File: config.mk
export PLATFORM = sky130hd
export DESIGN_NAME = tpu_result_drain
export DESIGN_NICKNAME = d
export VERILOG_FILES = /design/src/rtl/tpu_result_drain_pkg.sv /design/src/rtl/tpu_result_drain_row_fifo.sv /design/src/rtl/tpu_result_drain.sv
export SDC_FILE = /design/constraint.sdc
export NUM_CORES = 1
export LEC_CHECK = 0
export CORE_MARGIN = 2
export CORE_UTILIZATION = 52
export DETAILED_ROUTE_END_ITERATION = 8
export GPL_ROUTABILITY_DRIVEN = 1
export PLACE_DENSITY = 0.76
export SLEW_MARGIN = 20
export SYNTH_ARGS = -nofsm -noshare
export SYNTH_HDL_FRONTEND = slang
export SYNTH_HIERARCHICAL = 1
export SYNTH_SLANG_ARGS = --single-unit
File: constraint.sdc
create_clock -name caravel_wb_clk_i -period 5.35 [get_ports caravel_wb_clk_i]
set_clock_uncertainty 0.15 [all_clocks]
set_input_delay 0.8025 -clock caravel_wb_clk_i [delete_from_list [all_inputs] [get_ports caravel_wb_clk_i]]
set_output_delay 0.8025 -clock caravel_wb_clk_i [all_outputs]
set_load 0.01 [all_outputs]
File: src/rtl/tpu_result_drain_pkg.sv
// Shared constants, access decode type and status-word packing for the
// systolic-array result drain.
package tpu_result_drain_pkg;

  localparam int LANES     = 3;
  localparam int LANE_W    = 16;
  localparam int ROW_W     = LANES * LANE_W;
  localparam int DEF_DEPTH = 8;

  localparam logic [31:0] DEF_DATA_ADDRESS   = 32'h3000_0004;
  localparam logic [31:0] DEF_STAT_ADDRESS   = 32'h3000_0008;
  localparam logic [31:0] EMPTY_READ_PATTERN = 32'hDEAD_0000;

  localparam int STAT_UDF_BIT   = 7;
  localparam int STAT_OVF_BIT   = 8;
  localparam int STAT_HALF_BIT  = 9;
  localparam int CTRL_FLUSH_BIT = 0;
  localparam int CTRL_CLEAR_BIT = 1;

  typedef enum logic [2:0] {
    ACC_NONE,
    ACC_DATA_RD,
    ACC_DATA_WR,
    ACC_STAT_RD,
    ACC_STAT_WR
  } acc_e;

  function automatic logic [31:0] stat_word(input logic half, input logic ovf,
                                            input logic udf, input logic [3:0] count);
    logic [31:0] w;
    w                = '0;
    w[3:0]           = count;
    w[STAT_UDF_BIT]  = udf;
    w[STAT_OVF_BIT]  = ovf;
    w[STAT_HALF_BIT] = half;
    return w;
  endfunction

endpackage

File: src/rtl/tpu_result_drain_row_fifo.sv
// Single-clock row FIFO with registered occupancy count and a head that is
// visible combinationally; flush has priority over push and pop.
module tpu_row_fifo
  import tpu_result_drain_pkg::*;
#(
  parameter int WIDTH = ROW_W,
  parameter int DEPTH = DEF_DEPTH,
  localparam int AW = $clog2(DEPTH),
  localparam int CW = $clog2(DEPTH + 1)
) (
  input  logic             i_clk,
  input  logic             i_rst,
  input  logic             i_push,
  input  logic             i_pop,
  input  logic             i_flush,
  input  logic [WIDTH-1:0] i_din,
  output logic [WIDTH-1:0] o_dout,
  output logic [CW-1:0]    o_count,
  output logic             o_full,
  output logic             o_empty
);

  localparam logic [CW-1:0] FULL_COUNT = CW'(DEPTH);

  logic [WIDTH-1:0] r_mem [DEPTH];
  logic [AW-1:0]    r_rd_ptr;
  logic [AW-1:0]    r_wr_ptr;
  logic [CW-1:0]    r_count;
  logic             w_do_push;
  logic             w_do_pop;

  assign o_full    = (r_count == FULL_COUNT);
  assign o_empty   = (r_count == '0);
  assign w_do_push = i_push && !o_full && !i_flush;
  assign w_do_pop  = i_pop && !o_empty && !i_flush;
  assign o_dout    = r_mem[r_rd_ptr];
  assign o_count   = r_count;

  always_ff @(posedge i_clk) begin
    if (w_do_push) begin
      r_mem[r_wr_ptr] <= i_din;
    end
  end

  // Pointers wrap naturally at DEPTH because DEPTH is a power of two.
  always_ff @(posedge i_clk) begin
    if (i_rst || i_flush) begin
      r_rd_ptr <= '0;
      r_wr_ptr <= '0;
      r_count  <= '0;
    end else begin
      if (w_do_push) r_wr_ptr <= r_wr_ptr + 1'b1;
      if (w_do_pop)  r_rd_ptr <= r_rd_ptr + 1'b1;
      if (w_do_push && !w_do_pop)      r_count <= r_count + 1'b1;
      else if (!w_do_push && w_do_pop) r_count <= r_count - 1'b1;
    end
  end

endmodule

File: src/rtl/tpu_result_drain.sv
// Drains 48-bit systolic-array result rows through a FIFO onto the Caravel
// Wishbone bus as two 32-bit words per row, plus a status/control register.
module tpu_result_drain
  import tpu_result_drain_pkg::*;
#(
  parameter int          DEPTH        = DEF_DEPTH,
  parameter logic [31:0] DATA_ADDRESS = DEF_DATA_ADDRESS,
  parameter logic [31:0] STAT_ADDRESS = DEF_STAT_ADDRESS
) (
  input  logic             caravel_wb_clk_i,
  input  logic             caravel_wb_rst_i,
  input  logic             res_valid_i,
  input  logic [ROW_W-1:0] res_data_i,
  output logic             res_ready_o,
  input  logic             caravel_wb_stb_i,
  input  logic             caravel_wb_cyc_i,
  input  logic             caravel_wb_we_i,
  input  logic [3:0]       caravel_wb_sel_i,
  input  logic [31:0]      caravel_wb_dat_i,
  input  logic [31:0]      caravel_wb_adr_i,
  output logic             caravel_wb_ack_o,
  output logic [31:0]      caravel_wb_dat_o,
  output logic             rows_avail_o
);

  localparam int CW = $clog2(DEPTH + 1);

  logic [ROW_W-1:0] w_head;
  logic [CW-1:0]    w_count;
  logic             w_full;
  logic             w_empty;
  logic             w_push;
  logic             w_pop;
  logic             w_flush;
  logic             w_clear;
  logic             w_drop;
  logic             w_unused_bits;
  acc_e             w_acc;

  logic             r_ack;
  logic [31:0]      r_dat;
  logic             r_half;
  logic             r_ovf;
  logic             r_udf;

  // Blocking on r_ack guarantees exactly one ack per request even if stb stays high.
  always_comb begin
    w_acc = ACC_NONE;
    if (caravel_wb_stb_i && caravel_wb_cyc_i && !r_ack) begin
      if (caravel_wb_adr_i == DATA_ADDRESS)
        w_acc = caravel_wb_we_i ? ACC_DATA_WR : ACC_DATA_RD;
      else if (caravel_wb_adr_i == STAT_ADDRESS)
        w_acc = caravel_wb_we_i ? ACC_STAT_WR : ACC_STAT_RD;
    end
  end

  assign w_flush = (w_acc == ACC_STAT_WR) && caravel_wb_sel_i[0] && caravel_wb_dat_i[CTRL_FLUSH_BIT];
  assign w_clear = (w_acc == ACC_STAT_WR) && caravel_wb_sel_i[0] && caravel_wb_dat_i[CTRL_CLEAR_BIT];
  assign w_push  = res_valid_i && !w_full;
  assign w_drop  = res_valid_i && w_full && !w_flush;
  assign w_pop   = (w_acc == ACC_DATA_RD) && !w_empty && r_half;

  assign w_unused_bits = ^{caravel_wb_sel_i[3:1], caravel_wb_dat_i[31:2]};

  tpu_row_fifo #(
    .WIDTH (ROW_W),
    .DEPTH (DEPTH)
  ) u_fifo (
    .i_clk   (caravel_wb_clk_i),
    .i_rst   (caravel_wb_rst_i),
    .i_push  (w_push),
    .i_pop   (w_pop),
    .i_flush (w_flush),
    .i_din   (res_data_i),
    .o_dout  (w_head),
    .o_count (w_count),
    .o_full  (w_full),
    .o_empty (w_empty)
  );

  always_ff @(posedge caravel_wb_clk_i) begin
    if (caravel_wb_rst_i) begin
      r_ack  <= 1'b0;
      r_dat  <= '0;
      r_half <= 1'b0;
      r_ovf  <= 1'b0;
      r_udf  <= 1'b0;
    end else begin
      r_ack <= (w_acc != ACC_NONE);
      case (w_acc)
        ACC_DATA_RD: begin
          if (w_empty) begin
            r_dat <= EMPTY_READ_PATTERN;
            r_udf <= 1'b1;
          end else if (!r_half) begin
            r_dat  <= w_head[2*LANE_W-1:0];
            r_half <= 1'b1;
          end else begin
            r_dat  <= {16'h0000, w_head[ROW_W-1:2*LANE_W]};
            r_half <= 1'b0;
          end
        end
        ACC_STAT_RD: r_dat <= stat_word(r_half, r_ovf, r_udf, 4'(w_count));
        default: ;
      endcase
      if (w_flush) r_half <= 1'b0;
      if (w_clear) begin
        r_ovf <= 1'b0;
        r_udf <= 1'b0;
      end
      // A fresh overflow in the same cycle as a clear is kept, not lost.
      if (w_drop) r_ovf <= 1'b1;
    end
  end

  assign caravel_wb_ack_o = r_ack;
  assign caravel_wb_dat_o = r_dat;
  assign res_ready_o      = !w_full;
  assign rows_avail_o     = !w_empty;

endmodule
==> report_table.html <==
<table>
<tr><th>Metric</th><th>Value</th></tr>
<tr><th colspan="2">Worst setup path</th></tr>
<tr><td>Element type at the critical path start</td><td>input port</td></tr>
<tr><td>Endpoint of the most critical register-to-register path</td><td>u_fifo/o_count[3]$_SDFFE_PP0P_</td></tr>
<tr><td>CP peak stage delay</td><td>0.42 ns</td></tr>
<tr><td>Required time of the critical path</td><td>5.66 ns</td></tr>
<tr><td>Crit path max fanout</td><td>4</td></tr>
<tr><td>Crit path capture</td><td>u_fifo/o_count[3]$_SDFFE_PP0P_</td></tr>
<tr><td>Beginning of the critical path</td><td>caravel_wb_adr_i[12]</td></tr>
<tr><td>Cells on worst reg2reg path</td><td>14</td></tr>
<tr><td>Path type of the worst setup path</td><td>input port to flip-flop</td></tr>
<tr><td>Endpoint type of the worst setup path</td><td>flip-flop</td></tr>
<tr><td>Library cell contributing the largest single delay on the critical path</td><td>sky130_fd_sc_hd__clkdlybuf4s50_1</td></tr>
<tr><td>Signal arrival time at the worst endpoint</td><td>4.06 ns</td></tr>
<tr><td>Critical Path, Cell by Cell</td><td>clkdlybuf4s50_1, nor4_1, nand4_1, nor3_1, and3_1, nor3b_2, inv_1, ha_1, inv_1, ha_1, a21oi_1, nand3_1, a211oi_1, a31o_1</td></tr>
<tr><td>Setup slack on the worst flop-to-flop path</td><td>1.76 ns</td></tr>
<tr><td>Origin of the critical flop-to-flop path</td><td>u_fifo/o_count[0]$_SDFFE_PP0P_</td></tr>
<tr><th colspan="2">Global route</th></tr>
<tr><td>Number of global-route vias before repair</td><td>8,602</td></tr>
<tr><td>Pin count of the biggest net entering global routing</td><td>63</td></tr>
<tr><td>GRT Resource Usage Total</td><td>20.40%</td></tr>
<tr><td>First-pass GRT wire length</td><td>51.72 mm</td></tr>
<tr><td>Total global routing overflow</td><td>0</td></tr>
<tr><td>Initial antenna violation count</td><td>3</td></tr>
<tr><th colspan="2">Floorplan</th></tr>
<tr><td>Starting utilization of the core area</td><td>52.93%</td></tr>
<tr><td>Row Count</td><td>66</td></tr>
<tr><td># IOs</td><td>157</td></tr>
<tr><td>Die width</td><td>186.0 um</td></tr>
<tr><td>Core ar.</td><td>0.03254 mm2</td></tr>
<tr><td>Floorplan die area</td><td>0.03459 mm2</td></tr>
<tr><td>Die Span Y</td><td>186.0 um</td></tr>
<tr><th colspan="2">Logic synthesis</th></tr>
<tr><td>Fraction of the mapped netlist area in adder cells</td><td>0.4795%</td></tr>
<tr><td>Proportion of synthesized area in mux cells</td><td>18.14%</td></tr>
<tr><td>Number of unique standard cell types used by synthesis</td><td>53</td></tr>
<tr><td>Register area share after synthesis</td><td>72.66%</td></tr>
<tr><td>Number of warnings reported in the yosys synthesis log</td><td>6</td></tr>
<tr><td>Flip-flop and latch count after synthesis</td><td>433</td></tr>
<tr><td>Post-Synthesis Cells</td><td>808</td></tr>
<tr><td>Post-synth net total</td><td>936</td></tr>
<tr><td>Top post-synthesis cells by area</td><td>sky130_fd_sc_hd__edfxtp_1 67%, sky130_fd_sc_hd__mux4_2 9.5%, sky130_fd_sc_hd__dfxtp_1 5.7%</td></tr>
<tr><td>Largest family of logic cells by synthesized area</td><td>multiplexers</td></tr>
<tr><td>Post-synthesis instance area</td><td>0.01722 mm2</td></tr>
<tr><td>Cell type contributing the most total cell area after synthesis</td><td>sky130_fd_sc_hd__edfxtp_1</td></tr>
<tr><td>Avg Inst Size Synth</td><td>21.31 um2</td></tr>
<tr><td>Post-synthesis share of cell area spent on xor and xnor gates</td><td>0.2543%</td></tr>
<tr><td>Synthesized-area fraction occupied by ao, oa, aoi and oai cells</td><td>3.553%</td></tr>
<tr><td>Post-Synth Simple-Gate Area</td><td>2.841%</td></tr>
<tr><td>Area share of the leading cell type in the synthesized netlist</td><td>66.96%</td></tr>
<tr><th colspan="2">STA</th></tr>
<tr><td>Post-route fraction of the period consumed by the critical path</td><td>70.20%</td></tr>
<tr><td>Final-report hold violation count</td><td>0</td></tr>
<tr><td>Max Fclk</td><td>266.3 MHz</td></tr>
<tr><td>Relative max-transition margin</td><td>25.05%</td></tr>
<tr><td>Final setup violation count</td><td>0</td></tr>
<tr><td>Worst-Margin Slew</td><td>1.124 ns</td></tr>
<tr><td>Number of pins exceeding their max-slew limit in the final report</td><td>0</td></tr>
<tr><td>Time the worst path needs with I/O delays and setup</td><td>3.756 ns</td></tr>
<tr><td>Unrepaired setup endpoints after global routing</td><td>no</td></tr>
<tr><td>Total Neg Setup Slack</td><td>0 ns</td></tr>
<tr><th colspan="2">Placed design</th></tr>
<tr><td>Count of input and output buffers</td><td>123</td></tr>
<tr><td>Sum of net half-perimeters after detailed placement</td><td>19.10 mm</td></tr>
<tr><td>Routability congestion estimate</td><td>0.7756</td></tr>
<tr><th colspan="2">Min path</th></tr>
<tr><td>Worst hold path class</td><td>flip-flop to flip-flop</td></tr>
<tr><th colspan="2">Layout</th></tr>
<tr><td>Number of inserted filler cells in the final layout</td><td>2,241</td></tr>
<tr><td>Share of final-layout standard cells stronger than drive strength 1</td><td>25.00%</td></tr>
<tr><td>Final #Nets</td><td>1,082</td></tr>
<tr><td>Most common cell after layout, fill and taps aside</td><td>sky130_fd_sc_hd__edfxtp_1</td></tr>
<tr><td>Highest-count cells in the layout ignoring fill and taps</td><td>384 x sky130_fd_sc_hd__edfxtp_1, 123 x sky130_fd_sc_hd__clkdlybuf4s50_1, 73 x sky130_fd_sc_hd__mux4_2</td></tr>
<tr><td>Area overhead of the layout relative to synthesis</td><td>18.35%</td></tr>
<tr><th colspan="2">Pwr</th></tr>
<tr><td>Leakage power of the design</td><td>6.407 nW</td></tr>
<tr><td>Power density over the cells</td><td>377.1 mW/mm2</td></tr>
<tr><td>Total power of the final layout</td><td>7.686 mW</td></tr>
<tr><td>Peak supply drop</td><td>0.2447 mV</td></tr>
<tr><th colspan="2">CTS</th></tr>
<tr><td>H-Tree Level Count</td><td>2</td></tr>
<tr><td>Buffers inserted by post-CTS timing repair</td><td>0</td></tr>
<tr><td>Clock root buffer</td><td>sky130_fd_sc_hd__clkbuf_16</td></tr>
<tr><td>Number of cells upsized or downsized after cts</td><td>0</td></tr>
<tr><td>Clock sinks</td><td>433</td></tr>
<tr><td>Quantity of hold-fixing buffers added after cts</td><td>0</td></tr>
<tr><td>CTS tree</td><td>done</td></tr>
<tr><td>Buffer depth of the longest clock path</td><td>3</td></tr>
<tr><td>TritonCTS Buffers</td><td>43</td></tr>
<tr><td>Clock transition at path regs</td><td>0.06 ns</td></tr>
<tr><td>Clock network latency to the later pin of the worst-skew pair</td><td>0.52 ns</td></tr>
<tr><th colspan="2">Detailed routing</th></tr>
<tr><td>DRC violation count after routing</td><td>0</td></tr>
<tr><td>Vias</td><td>8,408</td></tr>
<tr><td>Number of nets with antenna violations after routing</td><td>0</td></tr>
<tr><td>Vias per std cell</td><td>5.872</td></tr>
<tr><td>Post-Route WL</td><td>34.59 mm</td></tr>
<tr><td>Number of iterations in the first detailed-routing pass</td><td>7</td></tr>
<tr><td>DRC violation total after the first TritonRoute iteration</td><td>656</td></tr>
<tr><td>Routed len/inst</td><td>24.16 um</td></tr>
<tr><th colspan="2">Run</th></tr>
<tr><td>Number of max-cap violations</td><td>0</td></tr>
<tr><th colspan="2">Run status</th></tr>
<tr><td>Status</td><td>completed</td></tr>
</table>
==> cell type report <==
| type | instances | area [um2] | area share, % |
|---|---|---|---|
| Clock inverter | 21 | 192.7 | 0.9454 |
| Inverter | 10 | 37.54 | 0.1842 |
| Clock buffer | 58 | 1205 | 5.912 |
| Timing Repair Buffer | 144 | 1439 | 7.060 |
| Tap cell | 442 | 553.0 | 2.713 |
| Multi-Input combinational cell | 322 | 4425 | 21.71 |
| Sequential cell | 433 | 12520 | 61.45 |
| Antenna cell | 2 | 5.005 | 0.02456 |
==> sequential cells by signal, indices dropped and copies added (netlist names), named ones only <==
name / count
r_udf: 1
u_fifo/r_wr_ptr: 3
u_fifo/r_mem: 384
u_fifo/o_count: 4
caravel_wb_dat_o: 32
caravel_wb_ack_o: 1
r_half: 1
r_ovf: 1
u_fifo/r_rd_ptr: 3
==> synthesized netlist by cell type, drive strengths merged <==
master / n
edfxtp: 384
a211o: 1
or2: 1
nand2b: 5
clkinv: 1
nand4: 6
nand3b: 2
nand2: 11
a221oi: 4
ha: 5
or3b: 1
a21oi: 16
dfxtp: 49
fa: 1
o2bb2ai: 31
nor2b: 4
mux4: 96
and3: 1
nor3b: 2
mux2i: 14
nor4: 9
buf: 27
a311oi: 1
a211oi: 2
o21ai: 2
mux2: 52
clkbuf: 16
or2b: 2
o221ai: 4
xor2: 1
nor4b: 1
a31o: 1
nand3: 3
and2: 1
inv: 9
nor2: 23
a41oi: 4
and4: 3
nor4bb: 3
xnor2: 4
nor3: 5
==> routing by layer <==
layer,routed length (um),vias to the layer above,track usage [%]
met5,10,-,0
met2,17210,255,34.20
met4,585,2,5.134
li1,-,3695,-
met1,14670,4413,27.78
met3,2124,43,3.933
==> worst max-delay path: cells and delay by family <==
| kind | cells | cell delay (ns) |
|---|---|---|
| AOI/OAI and AO/OA | 3 | 0.59 |
| adders and majority gates | 2 | 0.48 |
| buffers and inverters | 3 | 0.64 |
| and+or+nand+nor | 6 | 1.56 |
==> cell families after synthesis <==
family | Yosys count
compound gates | 66
xor+xnor | 5
fa+ha+maj | 6
buf+inv | 53
flops | 433
mux | 162
simple gates | 83
==> worst min path at each step <==
stage	startpoint	end	slack [ns]	cells past startpoint
after floorplan	r_ovf$_SDFFE_PP0P_	r_ovf$_SDFFE_PP0P_	0.28	1
after global routing	caravel_wb_dat_o[18]$_SDFFE_PP0P_	caravel_wb_dat_o[18]$_SDFFE_PP0P_	0.33	1
after detailed placement	caravel_wb_dat_o[30]$_SDFFE_PP0P_	caravel_wb_dat_o[30]$_SDFFE_PP0P_	0.30	1
after CTS	caravel_wb_dat_o[18]$_SDFFE_PP0P_	caravel_wb_dat_o[18]$_SDFFE_PP0P_	0.32	1
final	caravel_wb_dat_o[18]$_SDFFE_PP0P_	caravel_wb_dat_o[18]$_SDFFE_PP0P_	0.31	1
after global placement	r_ovf$_SDFFE_PP0P_	r_ovf$_SDFFE_PP0P_	0.30	1
==> report_power, final <==
part | internal [mW] | total (mW) | leakage (nW) | switching (mW)
sequential | 3.90 | 3.97 | 3.88 | 0.0676
clock | 1.73 | 2.93 | 0.673 | 1.20
combinational | 0.361 | 0.789 | 1.85 | 0.427
total | 6.00 | 7.69 | 6.41 | 1.69
==> per-stage QoR <==
stage | hold slack (ns) | util, % | instances | cell area, um2 | worst slack, ns
floorplan | 0.2830 | - | 808 | 17230 | 1.036
detailed placement | 0.3021 | 58.33 | 1351 | 18980 | 1.107
CTS | 0.3184 | 62.63 | 1430 | 20380 | 1.632
global placement | 0.2972 | 58.33 | 1351 | 18980 | 1.174
global route | 0.3270 | 62.63 | 1430 | 20380 | 1.270
finish | 0.3138 | 62.64 | 1432 | 20380 | 1.594
Power figures use the tool's default switching activity.
